<file path="src/rtl/vm_pkg.sv">
// vm_pkg: shared coin codes, coin values, credit width and controller state set
package vm_pkg;
    localparam int CREDIT_W = 8;
    localparam logic [2:0] COIN_DOLLAR  = 3'b101;
    localparam logic [2:0] COIN_QUARTER = 3'b110;
    localparam logic [2:0] COIN_DIME    = 3'b011;
    localparam logic [2:0] COIN_NONE    = 3'b111;
    localparam logic [CREDIT_W-1:0] VAL_DOLLAR  = 8'd100;
    localparam logic [CREDIT_W-1:0] VAL_QUARTER = 8'd25;
    localparam logic [CREDIT_W-1:0] VAL_DIME    = 8'd10;
    typedef logic [CREDIT_W-1:0] credit_t;
    typedef enum logic [1:0] {IDLE, CREDIT, VEND, CHANGE} state_e;
endpackage

</file>
<file path="src/rtl/coin_credit_ctrl_if.sv">
// coin_credit_ctrl_if: keypad-side inputs and display/dispenser-side outputs of the credit controller
interface coin_credit_ctrl_if;
    import vm_pkg::*;
    logic [2:0] i_coin;
    logic       i_select;
    logic       i_cancel;
    logic       i_change_ack;
    credit_t    o_credit;
    logic       o_vend;
    credit_t    o_change;
    logic       o_change_valid;
    logic       o_coin_reject;
    logic       o_insufficient;
    logic       o_busy;
    modport slave (
        input  i_coin, i_select, i_cancel, i_change_ack,
        output o_credit, o_vend, o_change, o_change_valid, o_coin_reject, o_insufficient, o_busy
    );
    modport master (
        output i_coin, i_select, i_cancel, i_change_ack,
        input  o_credit, o_vend, o_change, o_change_valid, o_coin_reject, o_insufficient, o_busy
    );
endinterface

</file>
<file path="src/rtl/coin_value_decode.sv">
// coin_value_decode: maps a keypad coin code to its value in cents and a valid flag
module coin_value_decode
    import vm_pkg::*;
(
    input  logic [2:0] i_code,
    output credit_t    o_value,
    output logic       o_valid
);
    assign o_value = (i_code == COIN_DOLLAR)  ? VAL_DOLLAR  :
                     (i_code == COIN_QUARTER) ? VAL_QUARTER :
                     (i_code == COIN_DIME)    ? VAL_DIME    : '0;
    assign o_valid = (i_code == COIN_DOLLAR) || (i_code == COIN_QUARTER) || (i_code == COIN_DIME);
endmodule

</file>
<file path="src/rtl/coin_credit_ctrl.sv">
// coin_credit_ctrl: credit accumulator with select/cancel handling, vend pulse and change handshake
module coin_credit_ctrl
    import vm_pkg::*;
#(
    parameter int PRICE      = 125,
    parameter int MAX_CREDIT = 250
) (
    input logic i_clk,
    input logic i_rst_n,
    coin_credit_ctrl_if.slave bus
);
    localparam logic [1:0] ST_IDLE   = IDLE;
    localparam logic [1:0] ST_CREDIT = CREDIT;
    localparam logic [1:0] ST_VEND   = VEND;
    localparam logic [1:0] ST_CHANGE = CHANGE;
    localparam logic [CREDIT_W:0] C_PRICE = (CREDIT_W+1)'(PRICE);
    localparam logic [CREDIT_W:0] C_MAX   = (CREDIT_W+1)'(MAX_CREDIT);

    logic [1:0]      r_state;
    logic [2:0]      r_prev;
    credit_t         r_credit;
    credit_t         r_change;
    logic            r_change_valid;
    logic            r_vend;
    logic            r_reject;
    logic            r_insuff;

    logic [1:0]      w_state;
    credit_t         w_credit;
    credit_t         w_change;
    logic            w_change_valid;
    logic            w_vend;
    logic            w_reject;
    logic            w_insuff;
    credit_t         w_value;
    logic            w_valid;
    logic            w_coin_ev;
    logic [CREDIT_W:0] w_sum;

    coin_value_decode u_dec (
        .i_code  (bus.i_coin),
        .o_value (w_value),
        .o_valid (w_valid)
    );

    // a coin counts only on the first cycle of a valid code after an idle (none) code
    assign w_coin_ev = w_valid && (r_prev == COIN_NONE);
    // one extra bit so the ceiling check happens before the credit could wrap
    assign w_sum     = {1'b0, r_credit} + {1'b0, w_value};

    // next-state and next-output decision; cancel beats select beats coin in IDLE/CREDIT
    always_comb begin
        w_state        = r_state;
        w_credit       = r_credit;
        w_change       = r_change;
        w_change_valid = r_change_valid;
        w_vend         = 1'b0;
        w_reject       = 1'b0;
        w_insuff       = 1'b0;
        case (r_state)
            ST_VEND: begin
                w_reject = w_coin_ev;
                if (r_credit != '0) begin
                    w_state        = ST_CHANGE;
                    w_change       = r_credit;
                    w_change_valid = 1'b1;
                end else begin
                    w_state = ST_IDLE;
                end
            end
            ST_CHANGE: begin
                w_reject = w_coin_ev;
                if (bus.i_change_ack) begin
                    w_state        = ST_IDLE;
                    w_credit       = '0;
                    w_change       = '0;
                    w_change_valid = 1'b0;
                end
            end
            default: begin
                if (bus.i_cancel && r_state == ST_CREDIT) begin
                    w_state        = ST_CHANGE;
                    w_change       = r_credit;
                    w_change_valid = 1'b1;
                    w_reject       = w_coin_ev;
                end else if (bus.i_select && {1'b0, r_credit} >= C_PRICE) begin
                    w_state  = ST_VEND;
                    w_vend   = 1'b1;
                    w_credit = r_credit - C_PRICE[CREDIT_W-1:0];
                    w_reject = w_coin_ev;
                end else begin
                    w_insuff = bus.i_select;
                    if (w_coin_ev) begin
                        if (w_sum <= C_MAX) begin
                            w_credit = w_sum[CREDIT_W-1:0];
                            w_state  = ST_CREDIT;
                        end else begin
                            w_reject = 1'b1;
                        end
                    end
                end
            end
        endcase
    end

    // register state, credit and every output; reset discards any pending change
    always_ff @(posedge i_clk) begin
        if (!i_rst_n) begin
            r_state        <= ST_IDLE;
            r_prev         <= COIN_NONE;
            r_credit       <= '0;
            r_change       <= '0;
            r_change_valid <= 1'b0;
            r_vend         <= 1'b0;
            r_reject       <= 1'b0;
            r_insuff       <= 1'b0;
        end else begin
            r_state        <= w_state;
            r_prev         <= bus.i_coin;
            r_credit       <= w_credit;
            r_change       <= w_change;
            r_change_valid <= w_change_valid;
            r_vend         <= w_vend;
            r_reject       <= w_reject;
            r_insuff       <= w_insuff;
        end
    end

    assign bus.o_credit       = r_credit;
    assign bus.o_vend         = r_vend;
    assign bus.o_change       = r_change;
    assign bus.o_change_valid = r_change_valid;
    assign bus.o_coin_reject  = r_reject;
    assign bus.o_insufficient = r_insuff;
    assign bus.o_busy         = (r_state == ST_VEND) || (r_state == ST_CHANGE);
endmodule
</file>
<file path="src/flat_wrapper.sv">
// flat-port wrapper written by rule: the top's interface ports become plain ports
module coin_credit_ctrl_flat import vm_pkg::*;
#(
    parameter int PRICE      = 125,
    parameter int MAX_CREDIT = 250
)
  (i_clk, i_rst_n, bus_i_coin, bus_i_select, bus_i_cancel, bus_i_change_ack, bus_o_credit, bus_o_vend, bus_o_change, bus_o_change_valid, bus_o_coin_reject, bus_o_insufficient, bus_o_busy);
  coin_credit_ctrl_if bus_i ();
  input logic i_clk;
  input logic i_rst_n;
  input wire logic [$bits(bus_i.i_coin)-1:0] bus_i_coin;
  input wire logic [$bits(bus_i.i_select)-1:0] bus_i_select;
  input wire logic [$bits(bus_i.i_cancel)-1:0] bus_i_cancel;
  input wire logic [$bits(bus_i.i_change_ack)-1:0] bus_i_change_ack;
  output wire logic [$bits(bus_i.o_credit)-1:0] bus_o_credit;
  output wire logic [$bits(bus_i.o_vend)-1:0] bus_o_vend;
  output wire logic [$bits(bus_i.o_change)-1:0] bus_o_change;
  output wire logic [$bits(bus_i.o_change_valid)-1:0] bus_o_change_valid;
  output wire logic [$bits(bus_i.o_coin_reject)-1:0] bus_o_coin_reject;
  output wire logic [$bits(bus_i.o_insufficient)-1:0] bus_o_insufficient;
  output wire logic [$bits(bus_i.o_busy)-1:0] bus_o_busy;
  assign bus_i.i_coin = bus_i_coin;
  assign bus_i.i_select = bus_i_select;
  assign bus_i.i_cancel = bus_i_cancel;
  assign bus_i.i_change_ack = bus_i_change_ack;
  assign bus_o_credit = bus_i.o_credit;
  assign bus_o_vend = bus_i.o_vend;
  assign bus_o_change = bus_i.o_change;
  assign bus_o_change_valid = bus_i.o_change_valid;
  assign bus_o_coin_reject = bus_i.o_coin_reject;
  assign bus_o_insufficient = bus_i.o_insufficient;
  assign bus_o_busy = bus_i.o_busy;
  coin_credit_ctrl #(.PRICE(PRICE), .MAX_CREDIT(MAX_CREDIT)) u_core (.i_clk(i_clk), .i_rst_n(i_rst_n), .bus(bus_i));
endmodule
</file>
<file path="config.mk">
export PLATFORM = sky130hd
export DESIGN_NAME = coin_credit_ctrl_flat
export DESIGN_NICKNAME = d
export VERILOG_FILES = /design/src/rtl/vm_pkg.sv /design/src/rtl/coin_credit_ctrl_if.sv /design/src/rtl/coin_value_decode.sv /design/src/rtl/coin_credit_ctrl.sv /design/src/flat_wrapper.sv
export SDC_FILE = /design/constraint.sdc
export NUM_CORES = 1
export LEC_CHECK = 0
export CAP_MARGIN = 40
export CORE_MARGIN = 2
export CORE_UTILIZATION = 54
export DETAILED_ROUTE_END_ITERATION = 16
export PLACE_DENSITY = 0.82
export SYNTH_ARGS = -nofsm -noshare
export SYNTH_HDL_FRONTEND = slang
export SYNTH_HIERARCHICAL = 1
export SYNTH_SLANG_ARGS = --single-unit
</file>
<file path="constraint.sdc">
create_clock -name i_clk -period 3.7 [get_ports i_clk]
set_input_delay 0.37 -clock i_clk [delete_from_list [all_inputs] [get_ports i_clk]]
set_output_delay 0.37 -clock i_clk [all_outputs]
set_load 0.005 [all_outputs]
</file>
After elaboration in Yosys (flattened, before gate mapping) --
Index checks and enable logic that the tools add are counted.
Storage, ports and cells: register bits 25, output and inout bits 21, input port bits 8, word-level logic and storage cells 71
Operators by class: reductions and logical operators 18, order comparisons 2, bitwise operators 2, add/sub/neg operators 2, muxes and demuxes 29, eq/ne operators 10
Operator list (count):
- $mux W8 | 7
- $pmux W8 S2 | 2
- $mux W2 | 6
- $reduce_bool A5 Y1 | 2
- $add A8 B7 Y9 | 1
- $eq A3 B3 Y1 const B | 3
- $le A9 B8 Y1 const B | 1
- $mux W1 | 9
- $reduce_bool A3 Y1 | 3
- $ge A8 B7 Y1 const B | 1
- $reduce_bool A8 Y1 | 1
- $sub A8 B7 Y8 const B | 1
- $mux W7 | 1
- $reduce_and A3 Y1 | 2
- $mux W5 | 1
- $reduce_and A5 Y1 | 1
- $reduce_or A5 Y1 | 1
- $eq A2 B2 Y1 const B | 2
- $mux W4 | 1
- $ne A2 B2 Y1 const B | 2
- $pmux W2 S2 | 1
- $reduce_or A4 Y1 | 1
- $eq A3 B2 Y1 const B | 1
- $logic_and A1 B1 Y1 | 3
- 6 further kinds | 9

Depth between registers and ports, before layout --
depth after elaboration 11, depth in mapped cells 12, depth with buffers taken out 11

By module --
The synthesis kept the hierarchy.
Modules (own cells, without submodules):
- coin_credit_ctrl | times used 1, sequential area each 500.5 um^2, cells an instance 216, area each 1731.7 um^2
- coin_value_decode | times used 1, sequential area each 0.0 um^2, cells an instance 14, area each 95.1 um^2

Worst setup path after synthesis --
OpenSTA, ideal clock, no wires.
path type input -> register, start input bus_i_coin[2], end register u_core.r_credit[5], in the netlist u_core/bus.o_credit[5], required time 3.577 ns, setup time 0.123 ns, setup slack 0.602 ns, buffers on the path 1, stages on the path 10, arrival time 2.976 ns, cell sequence and3b_2 -> buf_4 -> ha_1 -> and3_2 -> a221oi_1 -> xor2_1 -> or4b_4 -> o211ai_2 -> a21oi_1 -> a311o_2
Between the ends: elaborated cells on any way between the ends 19, those cells by class add/sub: 1; order compare: 1; eq/ne: 3; mux: 8; reduce/logical: 6
RTL lines:
- start: declaration | line flat_wrapper.sv:11 | input wire logic [$bits(bus_i.i_coin)-1:0] bus_i_coin;
- $eq A3 B3 Y1 | line coin_value_decode.sv:10 | (i_code == COIN_QUARTER) ? VAL_QUARTER :
- $mux W5 | line coin_value_decode.sv:10
- $mux W7 (*) | line coin_value_decode.sv:9 | assign o_value = (i_code == COIN_DOLLAR) ? VAL_DOLLAR :
- via u_core.w_value[4] | line coin_credit_ctrl.sv:35 | credit_t w_value;
- $add A8 B7 Y9 (*) | line coin_credit_ctrl.sv:49 | assign w_sum = {1'b0, r_credit} + {1'b0, w_value};
- branches (longest 5 deep; another with $le A9 B8 Y1)
- end signal: assignment | line coin_credit_ctrl.sv:120 | r_credit <= w_credit;
- end: declaration | line coin_credit_ctrl.sv:21 | credit_t r_credit;
Mark *: on every way through the listed nets, which the timed path passes. The select of a mux whose other input is x is not followed. A chain may end at the register's enable or synchronous reset.

Worst setup path in the final report --
start input bus_i_coin[2], end register u_core.r_credit[5], in the netlist u_core/bus.o_credit[5]
Between the ends: longest elaborated chain between the ends 10, elaborated cells on any way between the ends 19, those cells by class add/sub: 1; order compare: 1; eq/ne: 3; mux: 8; reduce/logical: 6
Ends and longest elaborated chain:
- $eq A3 B2 Y1 | line coin_value_decode.sv:11 | (i_code == COIN_DIME) ? VAL_DIME : '0;
- $mux W4 | line coin_value_decode.sv:11
- $mux W5 | line coin_value_decode.sv:10
- $mux W7 (*) | line coin_value_decode.sv:9
- via u_core.w_value[3] | line coin_credit_ctrl.sv:35
- $add A8 B7 Y9 (*) | line coin_credit_ctrl.sv:49
- branches (longest 5 deep; another with $le A9 B8 Y1)
Marks and branches as above.

==> impl_metrics.json <==
{
  "status": "finished clean",
  "rows": 21,
  "die-area_um2": 3860,
  "cp_max_fo": 7,
  "fp.dieH_um": 62.2,
  "cp.arrival_ns": 3.57,
  "leakagePower_nw": 0.830,
  "reg2reg_depth": 10,
  "ant_nets": 0,
  "crit_type": "in2reg",
  "seq_area_um2": 500,
  "tns_ns": 0,
  "crit_path_start": "bus_i_coin[2]",
  "ios": 29,
  "post_drt_wl_per_cell_um": 14.9,
  "synth_seq_cells": 25,
  "cp-end-kind": "register",
  "antennaDiodeCount": 0,
  "place.gp.congestion": 0.944,
  "reg2reg_to": "u_core/bus.o_credit[5]",
  "finalNetCount": 275,
  "hold_ws_ns": 0.478,
  "hold_viol_final": 0,
  "cts_buffer_depth": 2,
  "relSlewSlack": 0.618,
  "post-route-period-util": 0.902,
  "cp-start-kind": "primary input",
  "numCtsBuffers": 3,
  "gr-usage-all-layers": 0.239,
  "drive_above_1_share": 0.106,
  "cts_resized": 0,
  "synth_nets": 249,
  "worst_slew_pin_slew_ns": 0.571,
  "fmax_mhz": 300,
  "grt_pass1_vias": 1628,
  "ys_seq_area_frac": 0.274,
  "endpoint": "u_core/bus.o_credit[5]",
  "final_cells": 301,
  "peakVddDrop_v": 0.000535,
  "grt_pass1_wl_mm": 7.54,
  "cts_max_level": 1,
  "vias": 1787,
  "synth_area_leader_cell": "dfxtp_1",
  "cts_tree": "done",
  "vias_per_cell": 5.94,
  "post-place-cells": 297,
  "post-cts-setup-buffers": 0,
  "syn-cell-area_um2": 1830,
  "clk_latency_ns": 0.32,
  "reg2reg_from": "u_core/bus.o_credit[0]",
  "routed_wl_mm": 4.49,
  "io_buffers": 28,
  "async_flop_share": 0,
  "cts.reportedPaths.clkPinSlew_ns": 0.13,
  "fin_crit_ns": 3.34,
  "coreArea_um2": 3280,
  "ys_warn_count": 6,
  "yosysUniqueCellTypes": 51,
  "initialDrtViolationCount": 125,
  "maxSlewViolCount": 0,
  "fin_worst_skew_ns": 0.00893,
  "ys.flop_type": "dfxtp_1",
  "syn2layout_area_growth_pct": 19.5,
  "grt_max_degree": 19,
  "rsz0062_at_grt": "no",
  "ff2ff_setup_slack_ns": 0.65,
  "hpwl_mm": 3.41,
  "antenna_found_initial": 0,
  "multi_input_area_um2": 1210,
  "die_w_um": 62.2,
  "ys_top_cells_by_area": "dfxtp_1 27%, ha_1 6.8%, a21oi_1 5.8%",
  "root_buffer": "clkbuf_4",
  "start_util": 0.556,
  "setup_viol": 0,
  "required_ns": 3.93,
  "hold_buffers": 0,
  "synth.avg_cell_area_um2": 7.94,
  "drc": 0,
  "n_fill_cell": 290,
  "maxCapViolations": 0,
  "cellPowerDensity_nw_per_um2": 569,
  "hold_path.class": "reg2reg",
  "cts_sinks": 25,
  "firstDrtPassIters": 4,
  "grt_overflow": 0,
  "synth_edf_count": 0,
  "syn_inst": 230,
  "yosysTopAreaCellShare": 0.274
}
==> critical path, cell delays in order <==
cell	delay, ns
clkdlybuf4s50_1	0.51
xor2_1	0.19
and2_1	0.16
ha_1	0.32
and3_2	0.24
a221oi_1	0.33
xor2_1	0.13
or4b_4	0.58
o31ai_4	0.27
a21oi_1	0.11
a311o_2	0.35
==> metal layers <==
metal  GRT usage  vias to the layer above  share of wire
met2       0.395                       67           0.47
met1       0.325                      822           0.45
met4      0.0583                        0          0.011
met3      0.0435                        6          0.071
li1            -                      892              -
met5           0                        -              0
==> how the worst min path moves through the flow <==
stage                                 from                endpoint  cells past startpoint
finish              u_core/bus.o_change[3]  u_core/bus.o_change[3]                      2
global route        u_core/bus.o_change[0]  u_core/bus.o_change[0]                      2
CTS                 u_core/bus.o_change[3]  u_core/bus.o_change[3]                      2
detailed placement  u_core/bus.o_change[3]  u_core/bus.o_change[3]                      2
global placement    u_core/bus.o_change[7]  u_core/bus.o_change[7]                      2
floorplan                          i_rst_n        u_core/r_prev[0]                      1
==> flip-flops by register name (all words and copies together) (netlist names) <==
name	count
u_core/bus.o_vend	1
u_core/bus.o_change_valid	1
u_core/r_state	2
u_core/r_prev	3
u_core/bus.o_coin_reject	1
u_core/bus.o_credit	8
u_core/bus.o_insufficient	1
u_core/bus.o_change	8
==> cells in the final DEF, fill, tap and decap left out, types with 3 or more instances in the layout <==
master / n
buf_4: 11
o21ai_0: 8
dfxtp_1: 25
nor2b_1: 3
inv_1: 6
xor2_1: 7
nor3_1: 4
nand3_1: 12
clkbuf_4: 3
nor2_1: 12
o211ai_1: 9
clkdlybuf4s50_1: 28
and4_1: 3
a21oi_1: 21
ha_1: 10
nand4_1: 8
xnor2_1: 6
a31oi_1: 5
a211oi_1: 3
nand2_1: 21
nand2b_1: 13
==> per-stage QoR <==
step | util | power, W | setup slack [ns] | cell area, um^2
after global routing | 0.665 | 0.00134 | 0.182 | 2180
after detailed placement | 0.657 | 0.00111 | 0.0474 | 2160
after CTS | 0.665 | 0.00123 | 0.382 | 2180
after floorplan | - | 0.000853 | 0.602 | 1830
final | 0.665 | 0.00124 | 0.361 | 2180
after global placement | 0.657 | 0.00110 | 0.0906 | 2160
==> cell usage after synthesis (3+ instances only) <==
cell / count
nand2b_1: 13
nand4_1: 8
o211ai_1: 9
inv_1: 6
buf_4: 4
a211oi_1: 3
xnor2_1: 6
xor2_1: 7
clkbuf_1: 12
and4_1: 3
a31oi_1: 5
nor2b_1: 3
dfxtp_1: 25
nor2_1: 12
ha_1: 10
nand3_1: 12
o21ai_0: 8
nor3_1: 4
a21oi_1: 21
nand2_1: 21
==> power by group <==
part	leakage (nW)	total, W	internal [W]	switching, W
registers	0.204	0.000407	0.000326	0.0000815
clock network	0.0150	0.000122	0.0000422	0.0000794
logic	0.611	0.000714	0.000337	0.000377
total	0.830	0.00124	0.000705	0.000538
==> layout make-up <==
type	count	area share
Multi-Input combinational cell	181	0.556
Inverter	6	0.0103
Clock buffer	4	0.0120
Tap cell	46	0.0264
Timing Repair Buffer	39	0.166
Sequential cell	25	0.229
==> cells by family (layout without fill, tap and decap cells) <==
| kind of cell | count (synthesis) | after routing | synth area share |
|---|---|---|---|
| AOI/OAI and AO/OA | 65 | 65 | 0.247 |
| xor gates and xnor gates | 13 | 13 | 0.0623 |
| adders and majority gates | 11 | 11 | 0.0795 |
| buffers and inverters | 24 | 49 | 0.0616 |
| DFF | 25 | 25 | 0.274 |
| other | 1 | 1 | 0.00205 |
| and+or+nand+nor | 91 | 91 | 0.273 |
(Power assumes the default switching activity.)
